### src/rtl/stage_sequencer_pkg.sv
// Shared core package for the sequencer and its neighbours.
// Holds the sequencer state type, the one-hot stage index constants and
// the bit positions of the error vector sources.
package stage_sequencer_pkg;

  typedef enum logic [1:0] {
    WARMUP    = 2'd0,
    RUN       = 2'd1,
    STEP_WAIT = 2'd2,
    HALT      = 2'd3
  } seq_state_t;

  // Bit positions in the one-hot stage vector (default 4-stage core).
  localparam int unsigned STAGE_IDX_FETCH     = 0;
  localparam int unsigned STAGE_IDX_DECODE    = 1;
  localparam int unsigned STAGE_IDX_EXECUTE   = 2;
  localparam int unsigned STAGE_IDX_WRITEBACK = 3;

  // Bit positions in the error vector.
  localparam int unsigned ONEHOT_ILLEGAL_OPCODE   = 0;
  localparam int unsigned ONEHOT_ILLEGAL_FUNCT3   = 1;
  localparam int unsigned ONEHOT_ILLEGAL_FUNCT7   = 2;
  localparam int unsigned ONEHOT_MISALIGNED_FETCH = 3;
  localparam int unsigned ONEHOT_MISALIGNED_LOAD  = 4;
  localparam int unsigned ONEHOT_MISALIGNED_STORE = 5;
  localparam int unsigned ONEHOT_FETCH_FAULT      = 6;
  localparam int unsigned ONEHOT_LOAD_FAULT       = 7;
  localparam int unsigned ONEHOT_STORE_FAULT      = 8;
  localparam int unsigned ONEHOT_ECALL            = 9;
  localparam int unsigned ONEHOT_EBREAK           = 10;

endpackage

### src/rtl/priority_encoder_lsb.sv
// Lowest-set-bit priority encoder.
// Ports:
//   i_req   : request vector
//   o_index : index of the lowest set bit of i_req (0 when none set)
//   o_valid : high when any bit of i_req is set
module priority_encoder_lsb #(
  parameter int unsigned WIDTH = 11,
  parameter int unsigned IDX_W = (WIDTH > 1) ? $clog2(WIDTH) : 1
) (
  input  logic [WIDTH-1:0] i_req,
  output logic [IDX_W-1:0] o_index,
  output logic             o_valid
);

  always_comb begin
    o_index = '0;
    o_valid = 1'b0;
    for (int unsigned i = 0; i < WIDTH; i++) begin
      if (i_req[i] && !o_valid) begin
        o_index = IDX_W'(i);
        o_valid = 1'b1;
      end
    end
  end

endmodule

### src/rtl/stage_sequencer.sv
// Control sequencer for the multi-cycle core: stage ring, warm-up delay,
// stall arbitration, error halt, optional single-step and architectural
// commit (PC and rd write-back). Datapath stages qualify their registers
// with the combinational `advance` enable.
// Ports:
//   clk, rst_n          : clock, async active-low reset
//   stall_req           : any bit high blocks advance
//   error_in            : error flags, acted on only in RUN
//   step_mode, step_req : single-step enable and release pulse
//   next_pc             : PC from the pc mux, taken on commit
//   wb_rd_*             : write-back request, latched on commit
//   advance             : stage enable
//   stage               : one-hot current stage
//   pc                  : architectural PC
//   rd_write_enabled, rd_index, rd_write_value : registered rf write
//   halted, error_code  : sticky halt flag and lowest error index
//   retired             : committed instruction count
module stage_sequencer
  import stage_sequencer_pkg::*;
#(
  parameter int unsigned         NUM_STAGES        = 4,
  parameter int unsigned         COMMIT_STAGE      = NUM_STAGES - 1,
  parameter int unsigned         INITIAL_DELAY     = 0,
  parameter int unsigned         NUM_STALL_SOURCES = 1,
  parameter int unsigned         NUM_ERROR_SOURCES = 11,
  parameter int unsigned         PC_WIDTH          = 32,
  parameter logic [PC_WIDTH-1:0] RESET_PC          = '0
) (
  input  logic                                 clk,
  input  logic                                 rst_n,
  input  logic [NUM_STALL_SOURCES-1:0]         stall_req,
  input  logic [NUM_ERROR_SOURCES-1:0]         error_in,
  input  logic                                 step_mode,
  input  logic                                 step_req,
  input  logic [PC_WIDTH-1:0]                  next_pc,
  input  logic                                 wb_rd_en,
  input  logic [4:0]                           wb_rd_index,
  input  logic [31:0]                          wb_rd_value,
  output logic                                 advance,
  output logic [NUM_STAGES-1:0]                stage,
  output logic [PC_WIDTH-1:0]                  pc,
  output logic                                 rd_write_enabled,
  output logic [4:0]                           rd_index,
  output logic [31:0]                          rd_write_value,
  output logic                                 halted,
  output logic [$clog2(NUM_ERROR_SOURCES)-1:0] error_code,
  output logic [31:0]                          retired
);

  localparam int unsigned ERR_W = $clog2(NUM_ERROR_SOURCES);
  localparam seq_state_t RESET_STATE = (INITIAL_DELAY > 0) ? WARMUP : RUN;
  localparam logic [31:0] WARM_LAST = 32'(INITIAL_DELAY - 1);
  localparam logic [NUM_STAGES-1:0] STAGE_RESET = NUM_STAGES'(1) << STAGE_IDX_FETCH;

  seq_state_t             r_state;
  seq_state_t             w_state_next;
  logic [31:0]            r_warm_cnt;
  logic [NUM_STAGES-1:0]  r_stage;
  logic [PC_WIDTH-1:0]    r_pc;
  logic                   r_rd_we;
  logic [4:0]             r_rd_index;
  logic [31:0]            r_rd_value;
  logic                   r_halted;
  logic [ERR_W-1:0]       r_error_code;
  logic [31:0]            r_retired;

  logic                   w_advance;
  logic                   w_commit;
  logic                   w_err_any;
  logic [ERR_W-1:0]       w_err_idx;
  logic                   w_halt_entry;

  priority_encoder_lsb #(
    .WIDTH(NUM_ERROR_SOURCES),
    .IDX_W(ERR_W)
  ) u_err_enc (
    .i_req  (error_in),
    .o_index(w_err_idx),
    .o_valid(w_err_any)
  );

  // An error blocks advance in the same cycle, so a simultaneous commit is
  // suppressed without an explicit priority term on the commit registers.
  assign w_advance    = (r_state == RUN) && !(|stall_req) && !w_err_any;
  assign w_commit     = w_advance && r_stage[COMMIT_STAGE];
  assign w_halt_entry = (r_state == RUN) && w_err_any;

  always_comb begin
    w_state_next = r_state;
    case (r_state)
      WARMUP:    if (r_warm_cnt == WARM_LAST) w_state_next = RUN;
      RUN: begin
        if (w_err_any)                  w_state_next = HALT;
        else if (w_commit && step_mode) w_state_next = STEP_WAIT;
      end
      STEP_WAIT: if (step_req || !step_mode) w_state_next = RUN;
      HALT:      w_state_next = HALT;
      default:   w_state_next = r_state;
    endcase
  end

  always_ff @(posedge clk or negedge rst_n) begin
    if (!rst_n) begin
      r_state      <= RESET_STATE;
      r_warm_cnt   <= '0;
      r_stage      <= STAGE_RESET;
      r_pc         <= RESET_PC;
      r_rd_we      <= 1'b0;
      r_rd_index   <= '0;
      r_rd_value   <= '0;
      r_halted     <= 1'b0;
      r_error_code <= '0;
      r_retired    <= '0;
    end else begin
      r_state <= w_state_next;
      if (r_state == WARMUP && r_warm_cnt != '1) r_warm_cnt <= r_warm_cnt + 32'd1;
      if (w_advance) r_stage <= {r_stage[NUM_STAGES-2:0], r_stage[NUM_STAGES-1]};
      r_rd_we <= w_commit && wb_rd_en;
      if (w_commit) begin
        r_pc       <= next_pc;
        r_rd_index <= wb_rd_index;
        r_rd_value <= wb_rd_value;
        r_retired  <= r_retired + 32'd1;
      end
      if (w_halt_entry) begin
        r_halted     <= 1'b1;
        r_error_code <= w_err_idx;
      end
    end
  end

  assign advance          = w_advance;
  assign stage            = r_stage;
  assign pc               = r_pc;
  assign rd_write_enabled = r_rd_we;
  assign rd_index         = r_rd_index;
  assign rd_write_value   = r_rd_value;
  assign halted           = r_halted;
  assign error_code       = r_error_code;
  assign retired          = r_retired;

endmodule
### config.mk
export PLATFORM = sky130hd
export DESIGN_NAME = stage_sequencer
export DESIGN_NICKNAME = d
export VERILOG_FILES = /design/src/rtl/stage_sequencer_pkg.sv /design/src/rtl/priority_encoder_lsb.sv /design/src/rtl/stage_sequencer.sv
export SDC_FILE = /design/constraint.sdc
export NUM_CORES = 1
export LEC_CHECK = 0
export BUFFER_PORTS_ARGS = -buffer_cell sky130_fd_sc_hd__buf_2
export CELL_PAD_IN_SITES_DETAIL_PLACEMENT = 1
export CELL_PAD_IN_SITES_GLOBAL_PLACEMENT = 1
export CORE_MARGIN = 4
export CORE_UTILIZATION = 30
export CTS_CLUSTER_SIZE = 8
export DETAILED_ROUTE_END_ITERATION = 7
export GPL_ROUTABILITY_DRIVEN = 0
export PLACE_DENSITY = 0.66
export SYNTH_ARGS = -nofsm -noshare
export SYNTH_HDL_FRONTEND = slang
export SYNTH_SLANG_ARGS = --single-unit
### constraint.sdc
create_clock -name clk -period 5.5 [get_ports clk]
set_input_delay 0.275 -clock clk [delete_from_list [all_inputs] [get_ports clk]]
set_output_delay 0.275 -clock clk [all_outputs]
set_load 0.02 [all_outputs]
[Word level (Yosys, flattened, before mapping)]
Cells that the tools add are included.
Word-level totals
  bits in registers: 145
  bits in latches: 0
  memory bits (writable): 0
  bits in read-only memories: 0
  output and inout bits: 112
  logic and storage cells: 79
  memories kept: 0
Cells by class
  add/sub/neg operators: 2
  multipliers: 0
  div/mod/pow operators: 0
  magnitude comparators: 0
  equal/unequal tests: 8
  shifts and indexed selects: 0
  muxes and demuxes: 26
  bitwise gates (word level): 0
  reductions and logical operators: 33
Operators with widths (count)
  32-bit by 1-bit adder with 32-bit output, second input constant: 2
  32-bit == test, second input constant: 1
  32-bit != test, second input constant: 1
  1-bit logical AND: 17
  1-bit zero test: 13
  1-bit 2-to-1 mux: 12
  2-bit 2-to-1 mux: 6
  3-bit 2-to-1 mux: 4
  4-bit 2-to-1 mux: 3
  2-bit one-hot mux with 4 select lines: 1
  2-bit == test, second input constant: 2
  2-bit != test, second input constant: 2
  3-bit by 2-bit != test with 1-bit output, second input constant: 1
  3-bit AND reduction: 1
  2-bit by 1-bit == test with 1-bit output, second input constant: 1
  2-bit zero test: 1
  1-bit logical OR: 1

[Logic depth before layout (Yosys ltp)]
Gate-level depths: netlist of the first run.
  word-level depth: 38
  depth in mapped cells: 7
  depth with buffers taken out: 6

[By module]
A second synthesis of the first run with hierarchy kept.
Second synthesis, totals
  cell total of the unflattened synthesis: 650
  area, all modules: 6262.3 um^2
By module, submodules not included
  stage_sequencer: instances 1, cells an instance 630, area each 6140.9 um^2, seq. area each 3631.0 um^2
  priority_encoder_lsb: instances 1, cells an instance 20, area each 121.4 um^2, seq. area each 0.0 um^2

[Worst setup path before layout of the first run]
Ideal clock, no wire load.
  kind: register to register
  from: register r_state[0]
  to: register r_retired[20], in the netlist retired[20]
  library setup time: 80 ps
  data arrival time: 1884 ps
  slack: 3537 ps
  stages on the path, launching flop included: 7
  buffers on the path: 1
  clock period less this slack: 1963 ps
  path through: dfstp_2 and4bb_2 nand4_4 or4_1 buf_4 nor3_4 xor2_1
Between the ends
  cells in the longest elaborated chain, start to end: 4
Ends and longest elaborated chain
  from (decl): line stage_sequencer.sv:55  | seq_state_t r_state;
  from (signal assigned): line stage_sequencer.sv:115  | r_state <= w_state_next;
  2-bit by 1-bit == test with 1-bit output: line stage_sequencer.sv:84  | assign w_advance = (r_state == RUN) && !(|stall_req) && !w_err_any;
  1-bit logical AND (2 in series): line stage_sequencer.sv:84
  1-bit logical AND: line stage_sequencer.sv:85  | assign w_commit = w_advance && r_stage[COMMIT_STAGE];
  to (signal assigned): line stage_sequencer.sv:123  | r_retired <= r_retired + 32'd1;
  to (decl): line stage_sequencer.sv:65  | logic [31:0] r_retired;
No other way between the ends.
A chain may end at the register's enable or synchronous reset.

[Final worst setup path of the first run]
  from: register r_state[0]
  to: register r_retired[24], in the netlist retired[24]
The elaborated chain is that of the path after synthesis.

==> results of run 1 <==
-- timing repair --
item,4_1_cts,5_1_grt
buffers inserted,0,0
hold buffers,1,0
hold endpoints to repair,83,0
-- placed cells by master, fill, tap and decap left out, types with 10 or more instances in the layout --
master | synthesis | routed
buf_2 | 8 | 196
dfrtp_1 | 143 | 143
mux2_2 | 74 | 74
xnor2_1 | 42 | 42
nand2_1 | 30 | 30
nor2_1 | 28 | 28
nand3_1 | 24 | 24
nand4_1 | 19 | 19
xor2_1 | 18 | 18
clkbuf_16 | 0 | 17
and3_1 | 11 | 11
inv_1 | 10 | 10
-- report_power, final --
group	internal [mW]	total [mW]	switching [mW]
combinational	0.0265	0.0651	0.0386
clock	0.686	1.16	0.476
sequential	1.07	1.07	0.000278
-- registers in the layout (all words and copies together) (netlist names) --
name and flops:
rd_write_enabled 1, r_warm_cnt 32, error_code 4, pc 32, halted 1, rd_index 5
retired 32, r_state 2, rd_write_value 32, stage 4
-- cell usage after synthesis (2+ instances only) --
cell type	n	area (µm²)
dfrtp_1	143	3578
mux2_2	74	833.3
xnor2_1	42	367.9
nand2_1	30	112.6
nor2_1	28	105.1
nand3_1	24	120.1
nand4_1	19	118.9
xor2_1	18	157.7
and3_1	11	68.82
inv_1	10	37.54
a21oi_1	9	45.04
nor3_1	9	45.04
buf_2	8	40.04
and4_1	6	52.55
a31oi_1	4	25.02
o21ai_0	4	20.02
nand2b_1	3	18.77
nor3_4	3	48.80
nor4_1	3	18.77
nor4_4	3	63.81
or4_1	3	22.52
clkbuf_1	2	7.510
dfstp_2	2	52.55
ha_1	2	25.02
nor4_2	2	25.02
or3_1	2	12.51
-- worst max path at each step --
stage	to	from	depth (start not counted)	slack [ns]
6_report	retired[24]	r_state[0]	5	2.90
5_1_grt	retired[24]	r_state[0]	5	2.73
4_1_cts	retired[24]	r_state[0]	5	2.84
3_5_place_dp	retired[24]	r_state[0]	5	2.84
3_3_place_gp	retired[18]	r_state[0]	5	2.96
2_1_floorplan	retired[20]	r_state[0]	6	3.54
-- routing by layer --
| layer | track usage [%] | up-vias | wire, µm |
|---|---|---|---|
| met1 | 17.08 | 2305 | 6564 |
| met4 | 4.941 | 2 | 291 |
| li1 | - | 2096 | - |
| met5 | 0 | - | 13 |
| met3 | 4.159 | 23 | 960 |
| met2 | 24.89 | 128 | 8534 |
-- area by class of cell --
cell class                      instances  area [µm²]
Inverter                               10       37.54
Fill cell                            2242       12120
Sequential cell                       145        3631
Timing Repair Buffer                  201        1025
Multi-Input combinational cell        311        2420
Clock buffer                           18       439.2
Clock inverter                         14       155.1
Tap cell                              270       337.8
-- kinds of logic (layout without fill, tap and decap cells) --
kind of cell | Yosys count | count (layout) | synth area share (%)
AND/OR/NAND/NOR | 153 | 153 | 14.72
adder cells (fa/ha/maj) | 2 | 2 | 0.4070
AO/OA/AOI/OAI | 22 | 22 | 2.137
flip-flops | 145 | 145 | 59.07
buffers and inverters | 22 | 243 | 1.567
multiplexers | 74 | 74 | 13.56
XOR/XNOR | 60 | 60 | 8.549
-- worst reg2reg max path: stages (launching register included) --
cell and delay, ns:
dfstp_2 0.58, and4bb_2 0.29, nand4_4 0.37, or4_1 0.89, nor3_4 0.22, xor2_1 0.18
-- metrics by stage --
stage | util [%] | cell area, µm² | setup slack, ns | instances | power [mW]
after global placement | 36.89 | 7441 | 2.959 | 936 | 1.151
after floorplan | - | 6147 | 3.537 | 478 | 1.094
after detailed placement | 36.89 | 7441 | 2.840 | 936 | 1.154
after CTS | 39.89 | 8045 | 2.837 | 969 | 2.338
after global routing | 39.89 | 8045 | 2.728 | 969 | 2.393
final | 39.89 | 8045 | 2.896 | 969 | 2.295
==> flow_summary.ini, run 1 <==
[synthesis]
netlist_area_mm2 = 0.006147
synth.avg_cell_area_um2 = 12.86
synth_cells = 478
yosysSeqAreaShare_pct = 59.07
synth_edf_count = 0
ys_warn_count = 0
synth.distinct_cells = 40
syn-num-nets = 566
synth_flop_cell = dfrtp_1
synth-seq-cells = 145
async_flop_share_pct = 100.0

[hold_path]
hp-start = step_mode
worstHoldEndpoint = r_state[0]
hold_class = in -> reg
hold_depth = 2

[cts]
clk_pin_slew_ns = 0.06
cts_resized = 0
cts_tree = yes
worstSkewPairLatency_ns = 0.42
cts_max_path_buffers = 2
cts-root-buf = clkbuf_16
cts_max_level = 4
cts.sinks = 145
cts_buffers = 17

[setup_path]
critPathKind = reg -> reg
cp.arrival_ns = 2.94
critPathMaxFanout = 22
cp_top_family = simple AND/OR/NAND/NOR gates
r2r_cells = 5
rrSetupSlack_ns = 2.90
r2r_end = retired[24]
cp_slowest_stage_delay_ns = 0.88
worstSetupStartpointType = flip-flop
cp_num_buf_inv = 0
crit_path_cell_trace = and4bb_2 -> nand4_4 -> or4_1 -> nor3_4 -> xor2_1
end_kind = flip-flop
crit_slowest_cell = or4_1
timing.rr.start = r_state[0]
cp.required_ns = 5.84

[global_routing]
grt_pass1_vias = 4955
grt_pass1_wl_mm = 25.89
antenna_found_initial = 1
grt-ovfl-total = 0
grtUsageTotal_pct = 14.37
grt_max_degree = 85

[sta]
setup_viol = 0
skew_ns = 0.008222
rsz0062_at_grt = no
fmax_ghz = 0.3841
hold_viol_final = 0
holdWs_ns = 0.02896
slew_violations = 0
period_needed_ns = 2.604
finalSetupTns_ns = 0
worst_slew_pin_slew_ns = 0.8960
period_share_pct = 47.34
slew_headroom_pct = 39.72

[power_and_ir_drop]
powerDensity_mw_per_mm2 = 285.3
leakage_nw = 4.314
ir_drop_uv = 209.3

[die]
die_w_um = 151.1
io_pins = 198
start_util_pct = 30.48
design.core.area_mm2 = 0.02017
die_y_um = 151.1
die_area_mm2 = 0.02284
rows = 52

[placed_design]
detailed_place_hpwl_mm = 12.19
port_buffers = 197

[drt]
dr.first_iter.drc_count = 116
wire_per_inst_um = 16.89
ant_nets = 0
drc = 0
dr.pass1.iters = 6
viasPerCell = 4.700
vias = 4554
routed_wl_mm = 16.37

[layout]
drive_above_1_share_pct = 45.92
area.growth.synth_to_final_pct = 30.88
diodes = 0
nets = 774

[run]
max_cap_violations = 0

[status]
outcome = complete, no violations
Power figures use the tool's default switching activity.
==> run 2, diff against run 1 <==
Settings changed: ABC_AREA set to 1, PLACE_DENSITY 0.66 to 0.72.
Clock period 5.5 ns to 2.14 ns, I/O delays scaled along.
==> flow_summary.ini, run 2 <==
[cts]
cts_max_level = 4
cts_buffers = 17
cts.sinks = 145
clk_pin_slew_ns = 0.07
worstSkewPairLatency_ns = 0.44
cts-root-buf = clkbuf_16
post-cts-setup-buffer-count = 0
cts_max_path_buffers = 2
cts_tree = yes

[synthesis]
yosysSeqAreaShare_pct = 49.66
synth_cells = 956
synth-seq-cells = 145
syn-num-nets = 1044
synth.most_common_cell = nand2_1
synth_common_cells = nand2_1, dfrtp_1, nand3_1
netlist_area_mm2 = 0.007312
ys_warn_count = 0
async_flop_share_pct = 100.0
synth_edf_count = 0
synth.avg_cell_area_um2 = 7.649
yosysTopAreaCellShare_pct = 48.94
synth_area_leaders = dfrtp_1, nand2_1, nand3_1, xor2_1, nor2_1
synth_top_area_cell = dfrtp_1
synth_flop_cell = dfrtp_1
synth.distinct_cells = 25

[drt]
viasPerCell = 4.721
vias = 7336
ant_nets = 0
drc = 0
wire_per_inst_um = 16.62
dr.first_iter.drc_count = 338
dr.pass1.iters = 5
routed_wl_mm = 25.82

[layout]
layout_commonest_cell = nand2_1
nets = 1308
layout_common_cells = nand2_1, buf_2, dfrtp_1, nand3_1, nor2_1
n_fill_cell = 2928
register_area_mm2 = 0.003635
fin_area_mm2 = 0.01005
utilization_pct = 42.30
drive_above_1_share_pct = 20.52
final_cells = 1554
area.growth.synth_to_final_pct = 37.41
multi_input_area_mm2 = 0.003269

[die]
rows = 56
die_y_um = 164.1
die_area_mm2 = 0.02694
design.core.area_mm2 = 0.02375
io_pins = 198
start_util_pct = 30.78
die_w_um = 164.1

[setup_path]
cp_num_buf_inv = 3
cp_top_family = simple AND/OR/NAND/NOR gates
crit_slowest_cell = dfstp_2
end_kind = flip-flop
cp.required_ns = 2.50
worstSetupStartpointType = flip-flop
path_common_cell = inv_1
critPathMaxFanout = 26
critPathKind = reg -> reg
cp.arrival_ns = 2.35
cp_slowest_stage_delay_ns = 0.55
crit_path_cell_trace = inv_1 -> nor2_1 -> inv_1 -> nor3_4 -> buf_4 -> nand3_1 -> nand2_1

[global_routing]
grt-ovfl-total = 0
grt_pass1_vias = 8088
antenna_found_initial = 1
grt_pass1_wl_mm = 42.41
grtUsageTotal_pct = 19.63
grt_max_degree = 83

[sta]
slew_headroom_pct = 56.45
hold_viol_final = 0
worst_slew_pin_slew_ns = 0.6533
setup_viol = 0
holdWs_ns = 0.01301
period_needed_ns = 1.994
rsz0062_at_grt = no
setup_ws_ns = 0.1464
finalSetupTns_ns = 0
slew_violations = 0
skew_ns = 0.01466
period_share_pct = 93.16
fmax_ghz = 0.5016

[hold_path]
hold_class = in -> reg

[placed_design]
port_buffers = 197
detailed_place_hpwl_mm = 17.30
place_inst = 1447
post-place-ws_ns = 0.1874
place_area_mm2 = 0.008690

[power_and_ir_drop]
fin_total_pwr_mw = 6.616
leakage_nw = 5.404
ir_drop_uv = 473.1
powerDensity_mw_per_mm2 = 658.5

[status]
outcome = complete, no violations

[run]
max_cap_violations = 0
==> run 2: logic make-up (layout without fill, tap and decap cells) <==
group / after synthesis / count (layout) / synth area share [%]
other: 0 / 2 / 0
buffers and inverters: 100 / 377 / 5.664
DFF: 145 / 145 / 49.66
AOI/OAI and AO/OA: 31 / 31 / 2.344
xor gates and xnor gates: 54 / 54 / 6.468
and+or+nand+nor: 624 / 624 / 35.52
adders and majority gates: 2 / 2 / 0.3422
==> run 2: layer usage <==
metal / part of all wire [%] / track usage, % / vias up
li1: - / - / 3552
met1: 41 / 24.42 / 3576
met2: 51 / 33.74 / 167
met3: 5.5 / 4.743 / 41
met4: 2.2 / 5.947 / 0
met5: 0 / 0 / -
==> run 2: cell type report <==
type | instances | area share (%)
sequential | 145 | 36.18
tap | 319 | 3.973
inverter | 61 | 2.304
antenna | 2 | 0.04981
multi-input combinational | 711 | 32.54
timing repair buffer | 284 | 18.82
clock buffer | 17 | 4.234
clock inverter | 15 | 1.905
==> run 2: where the power goes <==
group / leakage, nW / switching (mW) / total, mW / internal (mW)
registers: 1.98 / 0.0702 / 2.90 / 2.83
clock network: 0.295 / 1.37 / 3.14 / 1.77
logic: 3.13 / 0.316 / 0.572 / 0.257
total: 5.40 / 1.75 / 6.62 / 4.86
==> run 2: worst paths after layout <==
check / slack (ns) / from / cells after the start / end
setup / recovery: 0.15 / r_state[0] / 7 / pc[15]
hold / removal: 0.01 / stall_req / 3 / r_state[0]
setup reg to reg: 0.15 / r_state[0] / 7 / pc[15]
hold reg to reg: 0.47 / pc[17] / 2 / pc[17]
max in group asynchronous: 1.26 / rst_n / 3 / r_warm_cnt[3]
min in group asynchronous: 0.27 / rst_n / 2 / retired[3]
==> run 2: timing repair <==
item	in CTS	in global routing
hold endpoints to repair	131	0
gates resized for setup	0	3
hold buffers	73	0
endpoints found under the setup margin	0	2
==> run 2: worst reg2reg max path, cell delays in order, from the launching register on <==
cell and delay, ns:
dfstp_2 0.55, inv_1 0.06, nor2_1 0.18, inv_1 0.15
nor3_4 0.28, buf_4 0.38, nand3_1 0.20, nand2_1 0.13
==> run 3, diff against run 2 <==
Settings changed: PLACE_DENSITY 0.72 to 0.69.
Clock period 2.14 ns to 2 ns, I/O delays scaled along.
==> flow_summary.ini, run 3 (synthesis gave the netlist of run 2 again) <==
[status]
outcome = complete, no violations

[setup_path]
timing.rr.start = r_state[0]
worstSetupStartpointType = input port
r2r_cells = 9
rrSetupSlack_ns = 0.16
cp.arrival_ns = 2.20
end_kind = flip-flop
startpoint = error_in[8]
critPathKind = in -> reg
critPathMaxFanout = 69
r2r_end = pc[14]
cp.required_ns = 2.31

[cts]
worstSkewPairLatency_ns = 0.43
clk_pin_slew_ns = 0.07
cts_max_level = 4
cts_tree = yes
cts_buffers = 17
cts_max_path_buffers = 2
cts.sinks = 145
cts-root-buf = clkbuf_16

[drt]
ant_nets = 0
wire_per_inst_um = 16.15
drc = 0
dr.first_iter.drc_count = 336
dr.pass1.iters = 4
viasPerCell = 4.682
vias = 7336
routed_wl_mm = 25.31

[power_and_ir_drop]
powerDensity_mw_per_mm2 = 688.4
leakage_nw = 5.498
fin_total_pwr_mw = 7.047
ir_drop_uv = 466.8

[layout]
nets = 1322
area.growth.synth_to_final_pct = 40.01
drive_above_1_share_pct = 21.57
utilization_pct = 43.10
layout_common_cells = nand2_1, buf_2, dfrtp_1, nand3_1, dlygate4sd3_1
multi_input_area_mm2 = 0.003282
fin_area_mm2 = 0.01024
layout_commonest_cell = nand2_1
n_fill_cell = 2914
register_area_mm2 = 0.003635

[sta]
period_share_pct = 94.60
worst_slew_pin_slew_ns = 0.6668
finalSetupTns_ns = 0
setup_ws_ns = 0.1079
period_needed_ns = 1.892
hold_viol_final = 0
skew_ns = 0.01485
slew_violations = 0
fmax_ghz = 0.5285
slew_headroom_pct = 55.55
setup_viol = 0

[die]
die_y_um = 164.1
die_w_um = 164.1
rows = 56
io_pins = 198
start_util_pct = 30.78
die_area_mm2 = 0.02694
design.core.area_mm2 = 0.02375

[global_routing]
grt-ovfl-total = 0
grtUsageTotal_pct = 19.23
grt_max_degree = 97
grt_pass1_wl_mm = 41.83
grt_pass1_vias = 8058
antenna_found_initial = 0

[placed_design]
place_area_mm2 = 0.008800
post-place-ws_ns = 0.01839
port_buffers = 197
detailed_place_hpwl_mm = 17.64

[run]
max_cap_violations = 0

[hold_path]
hold_class = in -> reg
hold_depth = 3
worstHoldEndpoint = error_code[2]
hp-start = error_in[4]
==> run 3: cell types whose count changed in the layout (fill, tap and decap cells not counted), moves of 3 or more <==
cell      previous run  this run
inv_8                2         6
nor2_2               1         4
clkinv_8             2         6
buf_4                9        16
buf_12               5         9
nor2_1              74        71
==> run 3: layout make-up <==
class / instances / area share (%)
sequential: 145 / 35.50
clock inverter: 15 / 1.919
timing repair buffer: 298 / 20.13
multi-input combinational: 711 / 32.06
clock buffer: 17 / 4.155
tap: 319 / 3.899
inverter: 61 / 2.310
antenna: 1 / 0.02444
==> run 3: power breakdown <==
part           internal, mW  switching, mW  total [mW]
clock network          1.72           1.59        3.31
logic                 0.299          0.341       0.640
registers              3.03         0.0719        3.10
==> run 3: timing repair <==
| item | in CTS | in global routing |
|---|---|---|
| pin swaps | 0 | 2 |
| endpoints found under the hold margin | 133 | 0 |
| setup endpoints to repair | 2 | 20 |
| hold buffers | 75 | 0 |
| resized for setup | 3 | 9 |
| setup buffers | 0 | 4 |
==> run 3: worst max-delay path: stages <==
cell and delay (ns):
dlygate4sd3_1 0.56, buf_2 0.14, nor2_1 0.15, nand4_1 0.26, nor2_2 0.23, buf_4 0.13
nand3b_1 0.14, buf_12 0.24, nand2_1 0.12, nand2_1 0.08
==> run 3: worst max-delay path by stage <==
stage,to,slack (ns),cells after the start
6_report,pc[14],0.11,10
3_5_place_dp,r_warm_cnt[2],0.02,10
3_3_place_gp,r_warm_cnt[2],0.08,10
5_1_grt,advance,-0.004,8
2_1_floorplan,r_warm_cnt[4],0.22,12
4_1_cts,advance,0.02,7
==> run 3: layer usage <==
metal	track usage, %	part of all wire (%)	up-vias
li1	-	-	3579
met1	24.62	43	3591
met2	32.82	51	130
met3	4.642	4.2	36
met4	4.651	1.7	0
met5	0	0	-
==> run 3: through the flow <==
step | cells | hold WS (ns)
final | 1567 | 0.04504
after global routing | 1566 | 0.06455
after CTS | 1562 | 0.01966
after detailed placement | 1455 | 0.1510
after global placement | 1455 | 0.1463
after floorplan | 956 | -0.1956
